File: config.mk
export PLATFORM = sky130hd
export DESIGN_NAME = ad9361_multi_axis_flat
export DESIGN_NICKNAME = d
export VERILOG_FILES = /design/src/rtl/ad9361_multi_axis_if.sv /design/src/rtl/ad9361_multi_axis.sv /design/src/flat_wrapper.sv
export SDC_FILE = /design/constraint.sdc
export NUM_CORES = 2
export LEC_CHECK = 0
export CORE_MARGIN = 4
export CORE_UTILIZATION = 45
export DETAILED_ROUTE_END_ITERATION = 8
export DONT_BUFFER_PORTS = 1
export PLACE_DENSITY_LB_ADDON = 0.1
export SLEW_MARGIN = 30
export SYNTH_ARGS = -nofsm -noshare
export SYNTH_HDL_FRONTEND = slang
export SYNTH_SLANG_ARGS = --single-unit
File: constraint.sdc
create_clock -name data_clk -period 23 [get_ports data_clk]
set_input_delay 4.6 -clock data_clk [delete_from_list [all_inputs] [get_ports data_clk]]
set_output_delay 4.6 -clock data_clk [all_outputs]
set_load 0.005 [all_outputs]
File: src/rtl/ad9361_multi_axis_if.sv
// ----------------------------------------------------------------------------
// ad9361_multi_axis_if
// AXI-stream bundle carrying packed AD9361 I/Q beats.
//   tvalid : beat present (master -> slave)
//   tready : slave accepts the beat (slave -> master)
//   tlast  : final beat of a burst (master -> slave)
//   tdata  : packed lanes, TDATA_WIDTH bits (master -> slave)
// ----------------------------------------------------------------------------
interface ad9361_multi_axis_if #(
  parameter int TDATA_WIDTH = 128
);
  logic                   tvalid;
  logic                   tready;
  logic                   tlast;
  logic [TDATA_WIDTH-1:0] tdata;

  modport master (output tvalid, output tlast, output tdata, input tready);
  modport slave  (input tvalid, input tlast, input tdata, output tready);
endinterface

File: src/rtl/ad9361_multi_axis.sv
// ----------------------------------------------------------------------------
// ad9361_multi_axis
// Packs NUM_CHANNELS 12-bit I/Q pairs into one AXI-stream beat, buffers the
// beats in a first-word-fall-through FIFO with a registered output stage,
// counts dropped sample sets and optionally frames fixed-length bursts.
//
// Ports
//   data_clk, data_rst     : single clock, synchronous active-high reset
//   enable                 : gates capture of new sample sets
//   valid                  : per-channel sample strobes (any one captures)
//   data_i, data_q         : channel k in bits [12k+11:12k]
//   m_axis                 : AXI-stream master (tvalid/tready/tlast/tdata)
//   fifo_level             : beats held, including the output register
//   overflow, drop_count   : sticky drop flag and saturating drop counter
//   overflow_clr           : clears overflow and drop_count
// ----------------------------------------------------------------------------
module ad9361_multi_axis #(
  parameter int NUM_CHANNELS      = 4,
  parameter int WORD_WIDTH        = 16,
  parameter int REDUCE_PRECISION  = 0,
  parameter int REVERSE_DATA      = 0,
  parameter int FIFO_DEPTH        = 16,
  parameter int USE_AXIS_TLAST    = 0,
  parameter int AXIS_BURST_LENGTH = 512,
  localparam int TDATA_WIDTH      = NUM_CHANNELS * 2 * WORD_WIDTH,
  localparam int LEVEL_WIDTH      = $clog2(FIFO_DEPTH) + 1
) (
  input  logic                      data_clk,
  input  logic                      data_rst,
  input  logic                      enable,
  input  logic [NUM_CHANNELS-1:0]   valid,
  input  logic [12*NUM_CHANNELS-1:0] data_i,
  input  logic [12*NUM_CHANNELS-1:0] data_q,
  ad9361_multi_axis_if.master       m_axis,
  output logic [LEVEL_WIDTH-1:0]    fifo_level,
  output logic                      overflow,
  input  logic                      overflow_clr,
  output logic [15:0]               drop_count
);

  localparam int ADDR_WIDTH = $clog2(FIFO_DEPTH);
  localparam int LANES      = 2 * NUM_CHANNELS;
  localparam logic [LEVEL_WIDTH-1:0] FULL_LEVEL = LEVEL_WIDTH'(FIFO_DEPTH);

  // --------------------------------------------------------------------------
  // Lane packing: lane 2m = q, lane 2m+1 = i of channel NUM_CHANNELS-1-m,
  // so channel 0's i sample lands in the top lane.
  // --------------------------------------------------------------------------
  logic [TDATA_WIDTH-1:0] packed_beat;

  generate
    for (genvar gi = 0; gi < LANES; gi++) begin : g_lane
      localparam int CH   = NUM_CHANNELS - 1 - gi / 2;
      localparam int DEST = (REVERSE_DATA != 0) ? (LANES - 1 - gi) : gi;
      logic signed [11:0]           raw;
      logic signed [WORD_WIDTH-1:0] ext;

      if ((gi % 2) == 1) begin : g_i
        assign raw = data_i[12*CH +: 12];
      end else begin : g_q
        assign raw = data_q[12*CH +: 12];
      end

      // Sign-extend first so the arithmetic shift keeps the sign bits.
      assign ext = WORD_WIDTH'(raw);
      assign packed_beat[DEST*WORD_WIDTH +: WORD_WIDTH] = ext >>> REDUCE_PRECISION;
    end
  endgenerate

  // --------------------------------------------------------------------------
  // Stage 1: packed beat plus write strobe.
  // --------------------------------------------------------------------------
  logic                   s1_valid_reg;
  logic [TDATA_WIDTH-1:0] s1_data_reg;

  always_ff @(posedge data_clk) begin
    if (data_rst) begin
      s1_valid_reg <= 1'b0;
      s1_data_reg  <= '0;
    end else begin
      s1_valid_reg <= enable & (|valid);
      s1_data_reg  <= packed_beat;
    end
  end

  // --------------------------------------------------------------------------
  // FIFO control. level_reg counts RAM entries plus the output register, so
  // "full" covers both and total storage never exceeds FIFO_DEPTH beats.
  // --------------------------------------------------------------------------
  logic [TDATA_WIDTH-1:0] mem [FIFO_DEPTH];
  logic [ADDR_WIDTH-1:0]  wr_ptr_reg;
  logic [ADDR_WIDTH-1:0]  rd_ptr_reg;
  logic [LEVEL_WIDTH-1:0] level_reg;
  logic [LEVEL_WIDTH-1:0] ram_count;
  logic                   out_valid_reg;
  logic [TDATA_WIDTH-1:0] out_data_reg;
  logic                   handshake;
  logic                   wr_accept;
  logic                   wr_drop;
  logic                   ram_load;

  assign handshake = out_valid_reg & m_axis.tready;
  assign wr_accept = s1_valid_reg & ((level_reg != FULL_LEVEL) | handshake);
  assign wr_drop   = s1_valid_reg & ~wr_accept;
  assign ram_count = level_reg - LEVEL_WIDTH'(out_valid_reg);
  // Refill the output register whenever it is empty or being consumed.
  assign ram_load  = (ram_count != '0) & (~out_valid_reg | m_axis.tready);

  always_ff @(posedge data_clk) begin
    if (wr_accept) begin
      mem[wr_ptr_reg] <= s1_data_reg;
    end
  end

  always_ff @(posedge data_clk) begin
    if (data_rst) begin
      wr_ptr_reg <= '0;
      rd_ptr_reg <= '0;
      level_reg  <= '0;
    end else begin
      if (wr_accept) begin
        wr_ptr_reg <= wr_ptr_reg + 1'b1;
      end
      if (ram_load) begin
        rd_ptr_reg <= rd_ptr_reg + 1'b1;
      end
      level_reg <= level_reg + LEVEL_WIDTH'(wr_accept) - LEVEL_WIDTH'(handshake);
    end
  end

  // Registered read doubles as the AXI-stream output register; it only
  // changes when empty or on a handshake, keeping tdata stable under stall.
  always_ff @(posedge data_clk) begin
    if (data_rst) begin
      out_valid_reg <= 1'b0;
      out_data_reg  <= '0;
    end else if (ram_load) begin
      out_valid_reg <= 1'b1;
      out_data_reg  <= mem[rd_ptr_reg];
    end else if (handshake) begin
      out_valid_reg <= 1'b0;
    end
  end

  // --------------------------------------------------------------------------
  // Drop accounting; clear wins over a same-cycle drop.
  // --------------------------------------------------------------------------
  logic        overflow_reg;
  logic [15:0] drop_count_reg;

  always_ff @(posedge data_clk) begin
    if (data_rst || overflow_clr) begin
      overflow_reg   <= 1'b0;
      drop_count_reg <= '0;
    end else if (wr_drop) begin
      overflow_reg <= 1'b1;
      if (drop_count_reg != 16'hFFFF) begin
        drop_count_reg <= drop_count_reg + 16'd1;
      end
    end
  end

  // --------------------------------------------------------------------------
  // Burst framing.
  // --------------------------------------------------------------------------
  generate
    if (USE_AXIS_TLAST != 0) begin : g_tlast
      localparam int CW = $clog2(AXIS_BURST_LENGTH);
      localparam logic [CW-1:0] LAST_BEAT = CW'(AXIS_BURST_LENGTH - 1);
      logic [CW-1:0] beat_count_reg;

      always_ff @(posedge data_clk) begin
        if (data_rst) begin
          beat_count_reg <= '0;
        end else if (handshake) begin
          beat_count_reg <= (beat_count_reg == LAST_BEAT) ? '0 : beat_count_reg + 1'b1;
        end
      end

      assign m_axis.tlast = out_valid_reg & (beat_count_reg == LAST_BEAT);
    end else begin : g_no_tlast
      assign m_axis.tlast = 1'b0;
    end
  endgenerate

  assign m_axis.tvalid = out_valid_reg;
  assign m_axis.tdata  = out_data_reg;
  assign fifo_level    = level_reg;
  assign overflow      = overflow_reg;
  assign drop_count    = drop_count_reg;

endmodule

File: src/flat_wrapper.sv
// flat-port wrapper written by rule: the top's interface ports become plain ports
module ad9361_multi_axis_flat 
#(
  parameter int NUM_CHANNELS      = 4,
  parameter int WORD_WIDTH        = 16,
  parameter int REDUCE_PRECISION  = 0,
  parameter int REVERSE_DATA      = 0,
  parameter int FIFO_DEPTH        = 16,
  parameter int USE_AXIS_TLAST    = 0,
  parameter int AXIS_BURST_LENGTH = 512,
  localparam int TDATA_WIDTH      = NUM_CHANNELS * 2 * WORD_WIDTH,
  localparam int LEVEL_WIDTH      = $clog2(FIFO_DEPTH) + 1
)
  (data_clk, data_rst, enable, valid, data_i, data_q, fifo_level, overflow, overflow_clr, drop_count, m_axis_tvalid, m_axis_tlast, m_axis_tdata, m_axis_tready);
  ad9361_multi_axis_if m_axis_i ();
  input  logic data_clk;
  input  logic data_rst;
  input  logic enable;
  input  logic [NUM_CHANNELS-1:0] valid;
  input  logic [12*NUM_CHANNELS-1:0] data_i;
  input  logic [12*NUM_CHANNELS-1:0] data_q;
  output logic [LEVEL_WIDTH-1:0] fifo_level;
  output logic overflow;
  input  logic overflow_clr;
  output logic [15:0] drop_count;
  output wire logic [$bits(m_axis_i.tvalid)-1:0] m_axis_tvalid;
  output wire logic [$bits(m_axis_i.tlast)-1:0] m_axis_tlast;
  output wire logic [$bits(m_axis_i.tdata)-1:0] m_axis_tdata;
  input wire logic [$bits(m_axis_i.tready)-1:0] m_axis_tready;
  assign m_axis_tvalid = m_axis_i.tvalid;
  assign m_axis_tlast = m_axis_i.tlast;
  assign m_axis_tdata = m_axis_i.tdata;
  assign m_axis_i.tready = m_axis_tready;
  ad9361_multi_axis #(.NUM_CHANNELS(NUM_CHANNELS), .WORD_WIDTH(WORD_WIDTH), .REDUCE_PRECISION(REDUCE_PRECISION), .REVERSE_DATA(REVERSE_DATA), .FIFO_DEPTH(FIFO_DEPTH), .USE_AXIS_TLAST(USE_AXIS_TLAST), .AXIS_BURST_LENGTH(AXIS_BURST_LENGTH)) u_core (.data_clk(data_clk), .data_rst(data_rst), .enable(enable), .valid(valid), .data_i(data_i), .data_q(data_q), .m_axis(m_axis_i), .fifo_level(fifo_level), .overflow(overflow), .overflow_clr(overflow_clr), .drop_count(drop_count));
endmodule
**After elaboration in Yosys (flattened, before gate mapping)**

Memory sizes are Yosys's and may differ from the RTL's. A register that Yosys moved wholly into a read port is not among the register bits.
Index checks and enable logic that the tools add are counted.

- Register bits: 156
- Bits in writable memories: 2048
- Input bits: 105
- Output and inout bits: 152
- Word-level logic and storage cells: 35
- Memories: 1

- Add/subtract/negate cells: 6
- Equality and inequality tests: 2
- Muxes and demuxes: 4
- Bitwise logic cells: 9
- Reduce and logical (&&, ||, !) cells: 5

Memories:

| name | depth | width | read ports | clocked after Yosys merged registers in | write ports | line | RTL |
|---|---|---|---|---|---|---|---|
| u_core.mem | 16 | 128 | 1 | 1 | 1 | ad9361_multi_axis.sv:90 | `logic [TDATA_WIDTH-1:0] mem [FIFO_DEPTH];` |

Operator list:

| cell | count |
|---|---|
| $add 16x1->16 const B | 1 |
| $ne 16x16->1 const B | 1 |
| $sub 5x1->5 | 2 |
| $add 4x1->4 const B | 2 |
| $add 5x1->5 | 1 |
| $and 1x1->1 | 5 |
| $ne 5x5->1 const B | 1 |
| $reduce_bool 5->1 | 1 |
| $mux 1 | 4 |
| $reduce_or 4->1 | 1 |
| $not 1->1 | 2 |
| $or 1x1->1 | 2 |
| $reduce_and 2->1 | 1 |
| $reduce_bool 2->1 | 1 |
| $logic_or 1x1->1 | 1 |

**Depth between registers and ports, before layout**

- Word-level depth: 6
- Gate-level depth with buffers: 12
- Gate-level depth less buffers: 12

**Worst setup path after synthesis**

OpenSTA, ideal clock, no wires.

- Path type: input to register
- From: input port m_axis_tready
- To: memory u_core.mem[3][0] (enable)
- Library setup time: 668 ps
- Arrival: 11680 ps
- Data required time: 22332 ps
- Path slack: 10652 ps
- Cell stages on the path: 4
- Buffers on the path: 0
- Cell sequence: nand2_1 -> a21boi_2 -> nand2_1 -> nor3_1

- Longest elaborated chain between the ends: 5

RTL lines:

| what | line | RTL |
|---|---|---|
| from (decl) | flat_wrapper.sv:29 | `input wire logic [$bits(m_axis_i.tready)-1:0] m_axis_tready;` |
| $and 1x1->1 | ad9361_multi_axis.sv:102 | `assign handshake = out_valid_reg & m_axis.tready;` |
| $or 1x1->1 | ad9361_multi_axis.sv:103 | `assign wr_accept = s1_valid_reg & ((level_reg != FULL_LEVEL) \| handshake);` |
| $and 1x1->1 | ad9361_multi_axis.sv:103 |  |
| net u_core.wr_accept | ad9361_multi_axis.sv:98 | `logic wr_accept;` |
| $mux 1 | ad9361_multi_axis.sv:110 | `if (wr_accept) begin` |
| $mux 1 (implied by the code) | ad9361_multi_axis.sv:111 | `mem[wr_ptr_reg] <= s1_data_reg;` |
| to (decl) | ad9361_multi_axis.sv:90 |  |

The timed path passes the listed nets, and every way through them passes these cells.

**Worst setup path in the final report**

- From: input port m_axis_tready
- To: memory u_core.mem[12][36] (enable)

The elaborated chain is that of the path after synthesis.

==> out/summary.log <==
INFO  worst_setup_path worst_path_max_delay_cell=sky130_fd_sc_hd__buf_4
INFO  logic_synthesis netlist_instances=3,007
INFO  logic_synthesis synth.area.top_cells=sky130_fd_sc_hd__edfxtp_1 (71%), sky130_fd_sc_hd__mux4_2 (13%), sky130_fd_sc_hd__dfxtp_1 (6.9%)
INFO  cells_and_area final_nets=3,174
INFO  logic_synthesis synth_top_area_share=71.2%
INFO  route          ant_nets=0
INFO  route          wl_per_cell=28.9um
INFO  cells_and_area layout-drive-gt1-share=23.0%
INFO  clock_tree     ctsHoldBuffers=0
INFO  timing         min_period=7370ps
INFO  worst_setup_path worst-r2r-cell-count=7
INFO  power_and_ir_drop max-vdd-ir-drop=0.115mV
INFO  floorplan      die-width=387um
INFO  clock_tree     cts_root_buf=sky130_fd_sc_hd__clkbuf_16
INFO  cells_and_area layout.cells.non_filler=5,101
INFO  placed_design  port_buffers=0
INFO  power_and_ir_drop comb_power_share=18.4%
INFO  cells_and_area flow.area_growth_from_synthesis=12.2%
INFO  global_routing grt_usage=19.6%
INFO  floorplan      number_of_cell_rows=138
INFO  logic_synthesis ys_async_sr_fraction=0%
INFO  placed_design  place_hpwl=79.7mm
INFO  logic_synthesis yosys_warnings=0
INFO  power_and_ir_drop clkPwrFrac=35.2%
INFO  route          detail_route.iter0.violations=2,628
INFO  timing         hold_viol=0
INFO  power_and_ir_drop total_switching_power=2.11mW
INFO  worst_setup_path cp-end-kind=flip-flop
INFO  placed_design  dp_slack=14,790ps
INFO  clock_tree     clock_path_buffers=3
INFO  global_routing number_of_global_route_vias_before_repair=31,375
INFO  floorplan      floorplan.die.height=387um
INFO  worst_setup_path crit_path_cell_trace=nand2_1 -> a21boi_2 -> nand2_1 -> nor2_4 -> buf_4 -> buf_4
INFO  placed_design  placed_cells=4,758
INFO  timing         fin_ws=15,630ps
INFO  power_and_ir_drop cellLeakagePower=22.9nW
INFO  timing         number_of_failing_setup_endpoints_in_the_final_timing_report=0
INFO  logic_synthesis dominantRegCellSynth=sky130_fd_sc_hd__edfxtp_1
INFO  timing         max_freq=136MHz
INFO  global_routing antenna_violations_before_repair=6
INFO  min_path       worst_hold_path.num_cells=2
INFO  route          routed_wl=148mm
INFO  clock_tree     cts.htree.levels=4
INFO  worst_setup_path path_max_fanout=40
INFO  clock_tree     clkTransAtPathRegs=60ps
INFO  clock_tree     tritoncts=built
INFO  route          route.detailed.drc=0
INFO  route          routed_via_density=5.79
INFO  worst_setup_path cp.buffers_inverters=2
INFO  cells_and_area final_util=51.1%
INFO  power_and_ir_drop cellPowerDensity=112mW/mm^2
INFO  global_routing maximum_number_of_pins_on_one_net_before_global_route_repair=140
INFO  worst_setup_path setup.worst_path.start_class=input port
INFO  floorplan      placeable_core_region=0.142sqmm
INFO  logic_synthesis synth_edf_count=1,536
INFO  floorplan      die_area=0.150sqmm
INFO  clock_tree     postCtsSetupBuffers=0
INFO  logic_synthesis syn-num-nets=3,128
INFO  status         run_status=finished, final reports clean
INFO  logic_synthesis mappedNetlistArea=0.0648sqmm
INFO  global_routing overall_overflow_remaining_after_global_route=0
INFO  clock_tree     clkLatencyLatePin=790ps
INFO  min_path       hold_path.class=reg -> reg
INFO  floorplan      pin_count=257
INFO  timing         final_max_slew_viol_count=0
INFO  worst_setup_path timing.reg2reg.setup_slack=18,130ps
INFO  timing         timing.setup.tns=0ps
INFO  run            cap_violations=0
INFO  timing         fin_skew=18.7ps
INFO  worst_setup_path critical_path_class=in -> reg
INFO  power_and_ir_drop p_int=6.01mW
INFO  floorplan      start_util=45.5%
INFO  timing         setup_repair_after_global_routing_missed_its_margin=false
INFO  global_routing grt_first_pass_wirelength=218mm
INFO  worst_setup_path cpPeakStageDelay=750ps
INFO  route          detailroute.via_count=29,542
INFO  logic_synthesis synth_sequential_area_ratio=78.2%
INFO  placed_design  globalplace.congestion=0.732
INFO  worst_setup_path required=23,420ps
INFO  power_and_ir_drop sw_frac_of_total=25.9%
INFO  clock_tree     clkSinkCount=1,760
INFO  timing         slew_headroom=34.5%
INFO  clock_tree     ctsResizeCount=0
INFO  logic_synthesis synth_top_cell_by_area=sky130_fd_sc_hd__edfxtp_1
INFO  route          detailed_routing_iteration_count_for_the_pre_antenna_repair_pass=5
INFO  power_and_ir_drop seq_power_share=46.3%
INFO  logic_synthesis ys_seq_elements=1,760
INFO  timing         fin_crit_sh=32.1%
INFO  timing         timing_worst_slew_pin_value=982ps
INFO  logic_synthesis syn_avg_cell_area=21.5squm
INFO  cells_and_area max_reg_flops=1,536
INFO  logic_synthesis yosys.cell_types.count=46
INFO  clock_tree     tritoncts.num_buffers=180
INFO  worst_setup_path path_depth=6
INFO  worst_setup_path worst_ep_arrival_time=7790ps
INFO  worst_setup_path critical-path-top-delay-family=buffers and inverters
-- layout by cell type, fill, tap and decap left out, types with 5 or more instances in the layout --
master and count:
sky130_fd_sc_hd__inv_1 12, sky130_fd_sc_hd__ha_1 15, sky130_fd_sc_hd__clkbuf_1 49, sky130_fd_sc_hd__bufinv_16 11, sky130_fd_sc_hd__a21oi_1 7, sky130_fd_sc_hd__dfxtp_1 222
sky130_fd_sc_hd__clkinvlp_4 5, sky130_fd_sc_hd__buf_6 7, sky130_fd_sc_hd__nor2_4 17, sky130_fd_sc_hd__buf_4 47, sky130_fd_sc_hd__edfxtp_1 1536, sky130_fd_sc_hd__nor3_1 6
sky130_fd_sc_hd__xnor2_1 20, sky130_fd_sc_hd__nand3_1 9, sky130_fd_sc_hd__a22o_1 96, sky130_fd_sc_hd__buf_12 6, sky130_fd_sc_hd__nor2b_1 99, sky130_fd_sc_hd__clkinv_2 24
sky130_fd_sc_hd__a22oi_1 192, sky130_fd_sc_hd__nand4_1 6, sky130_fd_sc_hd__clkbuf_16 185, sky130_fd_sc_hd__clkinv_1 28, sky130_fd_sc_hd__nor2_1 32, sky130_fd_sc_hd__clkbuf_8 23
sky130_fd_sc_hd__nor4_1 7, sky130_fd_sc_hd__mux4_2 384, sky130_fd_sc_hd__nand2_1 108
-- metal layers --
metal | vias up | global-route usage (%) | part of all wire [%]
met5 | - | 0 | 0.0047
met4 | 2 | 4.08 | 1.4
met3 | 182 | 4.34 | 6.4
met2 | 871 | 31.1 | 48
met1 | 15951 | 28.4 | 44
li1 | 12536 | - | -
-- tightest hold or removal path: stages (launching register included) --
cell                      delay [ps]
sky130_fd_sc_hd__dfxtp_1         330
sky130_fd_sc_hd__inv_1            50
sky130_fd_sc_hd__a21oi_1          50
-- synth_stat cells (3+ instances only) --
cell type	instances
sky130_fd_sc_hd__nand2_1	108
sky130_fd_sc_hd__buf_2	32
sky130_fd_sc_hd__a22o_1	96
sky130_fd_sc_hd__nand3_1	9
sky130_fd_sc_hd__edfxtp_1	1536
sky130_fd_sc_hd__and4_1	3
sky130_fd_sc_hd__nor4_1	7
sky130_fd_sc_hd__nor2b_1	99
sky130_fd_sc_hd__a22oi_1	192
sky130_fd_sc_hd__ha_1	15
sky130_fd_sc_hd__nor3_1	10
sky130_fd_sc_hd__nand2b_1	4
sky130_fd_sc_hd__a21oi_1	7
sky130_fd_sc_hd__xnor2_1	20
sky130_fd_sc_hd__buf_1	25
sky130_fd_sc_hd__nor2_1	48
sky130_fd_sc_hd__nand4_1	6
sky130_fd_sc_hd__mux4_2	384
sky130_fd_sc_hd__buf_4	47
sky130_fd_sc_hd__clkbuf_1	77
sky130_fd_sc_hd__inv_1	12
sky130_fd_sc_hd__dfxtp_1	224
sky130_fd_sc_hd__nor3b_1	3
sky130_fd_sc_hd__buf_6	17
-- final timing paths --
kind	startpoint	end
worst max-delay path	m_axis_tready	u_core.mem[12][36]
worst min-delay path	u_core.overflow	u_core.overflow
worst max register to register	u_core.rd_ptr_reg[1]	u_core.m_axis.tdata[122]
worst min register to register	u_core.overflow	u_core.overflow
-- power by group through the flow --
stage               Sequential, mW  Combinational (mW)  Clock, mW
finish                        3.76                1.50       2.86
global route                  3.79                1.62       3.07
CTS                           3.78                1.52       2.93
detailed placement            3.84                1.51          0
global placement              3.84                1.50          0
floorplan                     3.74                1.24          0
-- cells by family after synthesis --
kind of cell / Yosys count / synth area share [%]
flops: 1760 / 78.2
other cells: 1 / 0.00579
xor+xnor: 22 / 0.298
simple gates: 308 / 2.40
mux: 385 / 13.4
buf+inv: 212 / 1.76
compound gates: 303 / 3.69
fa+ha+maj: 16 / 0.321
-- cell type report --
class | count | area, sq um
fill | 11214 | 69600
sequential | 1760 | 50600
multi-input combinational | 1035 | 13200
clock buffer | 259 | 5140
tap | 1890 | 2360
clock inverter | 80 | 736
timing repair buffer | 62 | 607
inverter | 14 | 52.6
antenna | 1 | 2.50
-- per-stage QoR --
step	total power, mW	hold WS [ps]	instance area [sq um]
floorplan	4.98	442	64800
global placement	5.34	460	66700
detailed placement	5.36	470	66700
CTS	8.23	480	72600
global route	8.48	492	72700
finish	8.12	477	72700
(Power assumes the default switching activity.)
